<file path="src/rtl/id_ex_stage_if.sv">
// Bundle of decode, forwarding, control and EX-side signals between ID and EX.
// ID_EX_PERF_EN adds the stall_cycles counter output.
interface id_ex_stage_if;
   logic        id_valid;
   logic        id_ready;
   logic [4:0]  id_rs1;
   logic [4:0]  id_rs2;
   logic [4:0]  id_rd;
   logic [31:0] id_rs1_data;
   logic [31:0] id_rs2_data;
   logic [31:0] id_imm;
   logic        id_use_imm;
   logic [3:0]  id_alu_control;
   logic [1:0]  id_equal_comp;
   logic        id_reg_write;
   logic        id_mem_read;
   logic [4:0]  fwd_ex_rd;
   logic        fwd_ex_reg_write;
   logic [31:0] fwd_ex_result;
   logic [4:0]  fwd_mem_rd;
   logic        fwd_mem_reg_write;
   logic [31:0] fwd_mem_result;
   logic        ex_stall;
   logic        flush;
   logic        ex_valid;
   logic [31:0] ScrA;
   logic [31:0] ScrB;
   logic [3:0]  alu_control;
   logic [1:0]  equalComp;
   logic [4:0]  ex_rd;
   logic        ex_reg_write;
   logic        ex_mem_read;
`ifdef ID_EX_PERF_EN
   logic [31:0] stall_cycles;
`endif

   modport slave (
      input  id_valid, id_rs1, id_rs2, id_rd, id_rs1_data, id_rs2_data, id_imm,
             id_use_imm, id_alu_control, id_equal_comp, id_reg_write, id_mem_read,
             fwd_ex_rd, fwd_ex_reg_write, fwd_ex_result,
             fwd_mem_rd, fwd_mem_reg_write, fwd_mem_result, ex_stall, flush,
      output id_ready, ex_valid, ScrA, ScrB, alu_control, equalComp, ex_rd,
             ex_reg_write, ex_mem_read
`ifdef ID_EX_PERF_EN
      , output stall_cycles
`endif
   );

   modport master (
      output id_valid, id_rs1, id_rs2, id_rd, id_rs1_data, id_rs2_data, id_imm,
             id_use_imm, id_alu_control, id_equal_comp, id_reg_write, id_mem_read,
             fwd_ex_rd, fwd_ex_reg_write, fwd_ex_result,
             fwd_mem_rd, fwd_mem_reg_write, fwd_mem_result, ex_stall, flush,
      input  id_ready, ex_valid, ScrA, ScrB, alu_control, equalComp, ex_rd,
             ex_reg_write, ex_mem_read
`ifdef ID_EX_PERF_EN
      , input stall_cycles
`endif
   );
endinterface

</file>
<file path="src/rtl/id_ex_stage.sv">
// ID/EX pipeline register with operand forwarding and load-use bubble insertion.
// Define ID_EX_PERF_EN to add a 32-bit stall_cycles performance counter.
//
// state  | meaning
// EMPTY  | no instruction held in EX
// FULL   | valid instruction held, ex_valid=1
// BUBBLE | one-cycle bubble inserted for a load-use hazard
module id_ex_stage (
   input logic         clk,
   input logic         rst,
   id_ex_stage_if.slave bus
);
   typedef enum logic [1:0] {EMPTY, FULL, BUBBLE} state_t;

   state_t      r_state;
   state_t      w_next_state;
   logic        w_load_use;
   logic        w_id_ready;
   logic        w_capture;
   logic [31:0] w_op_a;
   logic [31:0] w_op_b;

   logic [31:0] r_scr_a;
   logic [31:0] r_scr_b;
   logic [3:0]  r_alu_control;
   logic [1:0]  r_equal_comp;
   logic [4:0]  r_rd;
   logic        r_reg_write;
   logic        r_mem_read;

   always_ff @(posedge clk) begin
      if (rst) r_state <= EMPTY;
      else     r_state <= w_next_state;
   end

   always_comb begin
      w_load_use   = 1'b0;
      w_id_ready   = 1'b0;
      w_capture    = 1'b0;
      w_next_state = r_state;

      w_load_use = (r_state == FULL) & r_mem_read & (r_rd != 5'd0) &
                   ((r_rd == bus.id_rs1) | ((r_rd == bus.id_rs2) & !bus.id_use_imm)) &
                   bus.id_valid;
      w_id_ready = !rst & (bus.flush | (!bus.ex_stall & !w_load_use));
      w_capture  = bus.id_valid & w_id_ready & !bus.flush & !w_load_use;

      if (bus.flush)          w_next_state = EMPTY;
      else if (bus.ex_stall)  w_next_state = r_state;
      else if (w_capture)     w_next_state = FULL;
      else if (w_load_use)    w_next_state = BUBBLE;
      else                    w_next_state = EMPTY;
   end

   // EX result beats MEM result; x0 is never forwarded
   always_comb begin
      w_op_a = bus.id_rs1_data;
      w_op_b = bus.id_rs2_data;

      if (bus.fwd_ex_reg_write && bus.fwd_ex_rd == bus.id_rs1 && bus.id_rs1 != 5'd0)
         w_op_a = bus.fwd_ex_result;
      else if (bus.fwd_mem_reg_write && bus.fwd_mem_rd == bus.id_rs1 && bus.id_rs1 != 5'd0)
         w_op_a = bus.fwd_mem_result;

      if (bus.id_use_imm)
         w_op_b = bus.id_imm;
      else if (bus.fwd_ex_reg_write && bus.fwd_ex_rd == bus.id_rs2 && bus.id_rs2 != 5'd0)
         w_op_b = bus.fwd_ex_result;
      else if (bus.fwd_mem_reg_write && bus.fwd_mem_rd == bus.id_rs2 && bus.id_rs2 != 5'd0)
         w_op_b = bus.fwd_mem_result;
   end

   always_ff @(posedge clk) begin
      if (rst) begin
         r_scr_a       <= 32'd0;
         r_scr_b       <= 32'd0;
         r_alu_control <= 4'd0;
         r_equal_comp  <= 2'd0;
         r_rd          <= 5'd0;
         r_reg_write   <= 1'b0;
         r_mem_read    <= 1'b0;
      end else if (bus.flush) begin
         r_reg_write <= 1'b0;
         r_mem_read  <= 1'b0;
      end else if (bus.ex_stall) begin
         r_reg_write <= r_reg_write;
      end else if (w_capture) begin
         r_scr_a       <= w_op_a;
         r_scr_b       <= w_op_b;
         r_alu_control <= bus.id_alu_control;
         r_equal_comp  <= bus.id_equal_comp;
         r_rd          <= bus.id_rd;
         r_reg_write   <= bus.id_reg_write;
         r_mem_read    <= bus.id_mem_read;
      end else begin
         // bubble or empty: side effects off, operands keep last values
         r_reg_write <= 1'b0;
         r_mem_read  <= 1'b0;
      end
   end

   assign bus.id_ready     = w_id_ready;
   assign bus.ex_valid     = (r_state == FULL);
   assign bus.ScrA         = r_scr_a;
   assign bus.ScrB         = r_scr_b;
   assign bus.alu_control  = r_alu_control;
   assign bus.equalComp    = r_equal_comp;
   assign bus.ex_rd        = r_rd;
   assign bus.ex_reg_write = r_reg_write;
   assign bus.ex_mem_read  = r_mem_read;

`ifdef ID_EX_PERF_EN
   logic [31:0] r_stall_cycles;

   always_ff @(posedge clk) begin
      if (rst)
         r_stall_cycles <= 32'd0;
      else if (w_load_use | bus.ex_stall)
         r_stall_cycles <= r_stall_cycles + 32'd1;
   end

   assign bus.stall_cycles = r_stall_cycles;
`endif
endmodule

</file>
<file path="src/flat_wrapper.sv">
// flat-port wrapper written by rule: the top's interface ports become plain ports
module id_ex_stage_flat 
  (clk, rst, bus_id_valid, bus_id_rs1, bus_id_rs2, bus_id_rd, bus_id_rs1_data, bus_id_rs2_data, bus_id_imm, bus_id_use_imm, bus_id_alu_control, bus_id_equal_comp, bus_id_reg_write, bus_id_mem_read, bus_fwd_ex_rd, bus_fwd_ex_reg_write, bus_fwd_ex_result, bus_fwd_mem_rd, bus_fwd_mem_reg_write, bus_fwd_mem_result, bus_ex_stall, bus_flush, bus_id_ready, bus_ex_valid, bus_ScrA, bus_ScrB, bus_alu_control, bus_equalComp, bus_ex_rd, bus_ex_reg_write, bus_ex_mem_read);
  id_ex_stage_if bus_i ();
  input logic clk;
  input logic rst;
  input wire logic [$bits(bus_i.id_valid)-1:0] bus_id_valid;
  input wire logic [$bits(bus_i.id_rs1)-1:0] bus_id_rs1;
  input wire logic [$bits(bus_i.id_rs2)-1:0] bus_id_rs2;
  input wire logic [$bits(bus_i.id_rd)-1:0] bus_id_rd;
  input wire logic [$bits(bus_i.id_rs1_data)-1:0] bus_id_rs1_data;
  input wire logic [$bits(bus_i.id_rs2_data)-1:0] bus_id_rs2_data;
  input wire logic [$bits(bus_i.id_imm)-1:0] bus_id_imm;
  input wire logic [$bits(bus_i.id_use_imm)-1:0] bus_id_use_imm;
  input wire logic [$bits(bus_i.id_alu_control)-1:0] bus_id_alu_control;
  input wire logic [$bits(bus_i.id_equal_comp)-1:0] bus_id_equal_comp;
  input wire logic [$bits(bus_i.id_reg_write)-1:0] bus_id_reg_write;
  input wire logic [$bits(bus_i.id_mem_read)-1:0] bus_id_mem_read;
  input wire logic [$bits(bus_i.fwd_ex_rd)-1:0] bus_fwd_ex_rd;
  input wire logic [$bits(bus_i.fwd_ex_reg_write)-1:0] bus_fwd_ex_reg_write;
  input wire logic [$bits(bus_i.fwd_ex_result)-1:0] bus_fwd_ex_result;
  input wire logic [$bits(bus_i.fwd_mem_rd)-1:0] bus_fwd_mem_rd;
  input wire logic [$bits(bus_i.fwd_mem_reg_write)-1:0] bus_fwd_mem_reg_write;
  input wire logic [$bits(bus_i.fwd_mem_result)-1:0] bus_fwd_mem_result;
  input wire logic [$bits(bus_i.ex_stall)-1:0] bus_ex_stall;
  input wire logic [$bits(bus_i.flush)-1:0] bus_flush;
  output wire logic [$bits(bus_i.id_ready)-1:0] bus_id_ready;
  output wire logic [$bits(bus_i.ex_valid)-1:0] bus_ex_valid;
  output wire logic [$bits(bus_i.ScrA)-1:0] bus_ScrA;
  output wire logic [$bits(bus_i.ScrB)-1:0] bus_ScrB;
  output wire logic [$bits(bus_i.alu_control)-1:0] bus_alu_control;
  output wire logic [$bits(bus_i.equalComp)-1:0] bus_equalComp;
  output wire logic [$bits(bus_i.ex_rd)-1:0] bus_ex_rd;
  output wire logic [$bits(bus_i.ex_reg_write)-1:0] bus_ex_reg_write;
  output wire logic [$bits(bus_i.ex_mem_read)-1:0] bus_ex_mem_read;
  assign bus_i.id_valid = bus_id_valid;
  assign bus_i.id_rs1 = bus_id_rs1;
  assign bus_i.id_rs2 = bus_id_rs2;
  assign bus_i.id_rd = bus_id_rd;
  assign bus_i.id_rs1_data = bus_id_rs1_data;
  assign bus_i.id_rs2_data = bus_id_rs2_data;
  assign bus_i.id_imm = bus_id_imm;
  assign bus_i.id_use_imm = bus_id_use_imm;
  assign bus_i.id_alu_control = bus_id_alu_control;
  assign bus_i.id_equal_comp = bus_id_equal_comp;
  assign bus_i.id_reg_write = bus_id_reg_write;
  assign bus_i.id_mem_read = bus_id_mem_read;
  assign bus_i.fwd_ex_rd = bus_fwd_ex_rd;
  assign bus_i.fwd_ex_reg_write = bus_fwd_ex_reg_write;
  assign bus_i.fwd_ex_result = bus_fwd_ex_result;
  assign bus_i.fwd_mem_rd = bus_fwd_mem_rd;
  assign bus_i.fwd_mem_reg_write = bus_fwd_mem_reg_write;
  assign bus_i.fwd_mem_result = bus_fwd_mem_result;
  assign bus_i.ex_stall = bus_ex_stall;
  assign bus_i.flush = bus_flush;
  assign bus_id_ready = bus_i.id_ready;
  assign bus_ex_valid = bus_i.ex_valid;
  assign bus_ScrA = bus_i.ScrA;
  assign bus_ScrB = bus_i.ScrB;
  assign bus_alu_control = bus_i.alu_control;
  assign bus_equalComp = bus_i.equalComp;
  assign bus_ex_rd = bus_i.ex_rd;
  assign bus_ex_reg_write = bus_i.ex_reg_write;
  assign bus_ex_mem_read = bus_i.ex_mem_read;
  id_ex_stage u_core (.clk(clk), .rst(rst), .bus(bus_i));
endmodule
</file>
<file path="config.mk">
export PLATFORM = sky130hd
export DESIGN_NAME = id_ex_stage_flat
export DESIGN_NICKNAME = d
export VERILOG_FILES = /design/src/rtl/id_ex_stage_if.sv /design/src/rtl/id_ex_stage.sv /design/src/flat_wrapper.sv
export SDC_FILE = /design/constraint.sdc
export NUM_CORES = 1
export LEC_CHECK = 0
export CORE_MARGIN = 5
export CORE_UTILIZATION = 39
export CTS_CLUSTER_SIZE = 10
export DETAILED_ROUTE_END_ITERATION = 10
export PLACE_DENSITY = 0.8
export SLEW_MARGIN = 5
export SYNTH_ARGS = -nofsm -noshare
export SYNTH_HDL_FRONTEND = slang
export SYNTH_SLANG_ARGS = --single-unit
</file>
<file path="constraint.sdc">
create_clock -name clk -period 2.6 [get_ports clk]
set_input_delay 0.39 -clock clk [delete_from_list [all_inputs] [get_ports clk]]
set_output_delay 0.39 -clock clk [all_outputs]
set_load 0.02 [all_outputs]
</file>
==> summary.md <==
| Metric | Value |
|---|---|
| Non-filler instance count after layout | 1059 |
| CP max FO | 2 |
| Startpoint types | primary input |
| Max-cap violations | 0 |
| Total power | 3380 uW |
| Headroom to the max-slew limit | 0.510 |
| Row cnt | 40 |
| Clock Tree Buf Depth | 2 |
| Tightest Pin Transition | 0.735 ns |
| GRT Total Usage | 0.279 |
| Most frequent cells in the layout | clkdlybuf4s50_1 (276), nor2_1 (103), dfxtp_1 (79), a21oi_1 (73), buf_4 (42) |
| # nets final | 1088 |
| Final setup viols | 0 |
| Most used cell, CP | nor2_1 |
| HP Class | in2reg |
| Vias in the first global route | 6101 |
| Biggest area consumer among synthesized cells | dfxtp_1 |
| Via density | 5.62 |
| Die X | 122 um |
| VDD IR max | 0.000347 V |
| Worst-Skew Late Latency | 0.33 ns |
| Crit path DAT | 2.11 ns |
| Area of the multi-input gates | 3010 um^2 |
| Initial core utilization | 0.401 |
| Total area of sequential cells | 1580 um^2 |
| Pins Over Slew Limit | 0 |
| Syn Nets | 802 |
| Slowest stage delay, CP | 0.51 ns |
| Worst-path clk slew | 0.06 ns |
| Critical Path Sink Type | output port |
| Full die area | 14800 um^2 |
| Synth unique cells | 40 |
| First-pass GRT wire length | 32.8 mm |
| Drt pass-1 iters | 6 |
| Setup Skew | 0.00745 ns |
| Critical Path RT | 2.21 ns |
| Cell breakdown of the critical path | clkdlybuf4s50_1 > xnor2_1 > nand4_1 > o32ai_2 > a21oi_1 > nor2_1 > nor2_1 > dlygate4sd2_1 |
| Top cells by area, synth | dfxtp_1 (33%), nor2_1 (8.0%), a21oi_1 (7.5%) |
| Vias | 5949 |
| Period utilization | 0.961 |
| Placed Cells | 1041 |
| Final Hold Viols | 0 |
| Post-synthesis async set-or-reset flop share | 0 |
| Port Buf Inserts | 279 |
| PD cells | 400 nW/um^2 |
| WL per Instance | 20.2 um |
| Commonest non-fill, non-tap cell in the layout | clkdlybuf4s50_1 |
| CP Buf/Inv Count | 2 |
| Synth Area per Inst | 8.08 um^2 |
| H-tree depth | 3 |
| # DRC | 0 |
| Layout Utilization | 0.699 |
| Status | completed |
| Top_reg_cell synth | dfxtp_1 |
| Post-synth EDFFs | 0 |
| Max Fclk | 400 MHz |
| Pleak | 0.00358 uW |
| ANT cells | 0 |
| Fillers | 991 |
| Aggregate routed wire length | 21.4 mm |
| Root Buffer | clkbuf_16 |
| Cell area after synthesis | 4860 um^2 |
| Detailed router's first-iteration violation count | 572 |
| Register area share after synthesis | 0.326 |
| # IOs | 280 |
| CTS sink count | 79 |
| Critical path class | in2out |
| Pin count of the biggest net entering global routing | 65 |
| Cell count after synthesis | 601 |
| Post-layout min period | 2.50 ns |
| Synthesized flop and latch total | 79 |
| Die height | 122 um |
| Layout cells sized above 1 | 0.0898 |
| Final GP Congestion | 1.00 |
| GRT overflow | 0 |
| Synth-to-Final Area Change | 74.3% |
| Top cell type's share of synthesized area | 0.326 |
| ANT nets after route | 0 |
| CTS Buf Count | 9 |
| Crit path max-delay cell type | clkdlybuf4s50_1 |
| RSZ-0062 raised after global routing | false |
| Core box area | 12100 um^2 |
| Synth warnings | 0 |
| Delay-heaviest family, CP | buffers and inverters |
| Hpwl dp | 16.2 mm |
| Initial antenna violation count | 0 |
| CTS tree | built |
## cells by family (layout without fill, tap and decap cells)
group	count (synthesis)	count (layout)	synth area share
xor+xnor	27	27	0.0487
buf+inv	61	351	0.0585
mux	32	32	0.0659
compound gates	205	205	0.305
simple gates	197	197	0.196
flops	79	79	0.326
## power by group
part / internal [uW] / leakage [uW] / total, uW / switching (uW)
clock network: 770 / 0.000138 / 1300 / 533
logic: 485 / 0.00280 / 817 / 333
registers: 1240 / 0.000640 / 1260 / 20.8
total: 2500 / 0.00358 / 3380 / 886
## synthesized netlist by cell type, drive strengths merged (28+ instances only)
cell type  number
buf            28
clkbuf         30
nand2          38
a211o          33
mux2i          32
dfxtp          79
a21oi          73
a211oi         33
nand3b         33
a21o           28
nor2          104
o41ai          32
## through the flow
stage	setup TNS [ns]	worst slack [ns]	instance area, um^2	hold WS (ns)
floorplan	0	0.571	4860	0.441
global route	0	0.0424	8470	0.350
finish	0	0.102	8470	0.352
detailed placement	-3.97	-0.213	8140	0.453
global placement	-0.727	-0.112	8140	0.442
CTS	0	0.104	8430	0.344
## flip-flops by register name (all words and copies together), names as in the netlist
signal                   count
u_core.bus.ScrA             32
u_core.bus.ScrB             32
u_core.bus.ex_rd             5
u_core.bus.alu_control       4
u_core.bus.equalComp         2
u_core.r_state               2
u_core.bus.ex_mem_read       1
u_core.bus.ex_reg_write      1
## layer usage
metal  GRT usage  part of all wire  vias to the layer above
li1            -                 -                     2775
met1       0.334              0.40                     2834
met2       0.495              0.50                      296
met3      0.0622             0.079                       44
met4      0.0882             0.026                        0
met5           0                 0                        -
## what timing repair did
action                     in CTS  in global routing
pin swaps                       0                  1
setup endpoints to repair       1                  8
hold buffers                    0                  0
setup buffers                   0                  3
resized for setup               1                  0
## path summary, 6_finish.rpt
check	start	cells past startpoint	slack [ns]	endpoint
max	bus_id_rs2[0]	8	0.10	bus_id_ready
min	rst	2	0.35	u_core.bus.alu_control[3]
max reg2reg	u_core.bus.ex_rd[4]	8	0.37	u_core.bus.ScrB[3]
min reg2reg	u_core.bus.alu_control[0]	2	0.46	u_core.bus.alu_control[0]
## worst register-to-register path, delay by kind of cell (launching register included)
family / cells / cell delay [ns]
AO/OA/AOI/OAI: 3 / 0.91
flip-flops: 1 / 0.49
buffers and inverters: 2 / 0.40
AND/OR/NAND/NOR: 2 / 0.21
XOR/XNOR: 1 / 0.12
## cell type report
type,instances,area share
clock buffers,11,0.0287
clock inverters,4,0.00636
inverters,3,0.00133
multi-input cells,461,0.356
flip-flops and latches,79,0.187
well taps,168,0.0248
repair buffers,333,0.396
No activity file was read; power rests on OpenSTA's default activity.
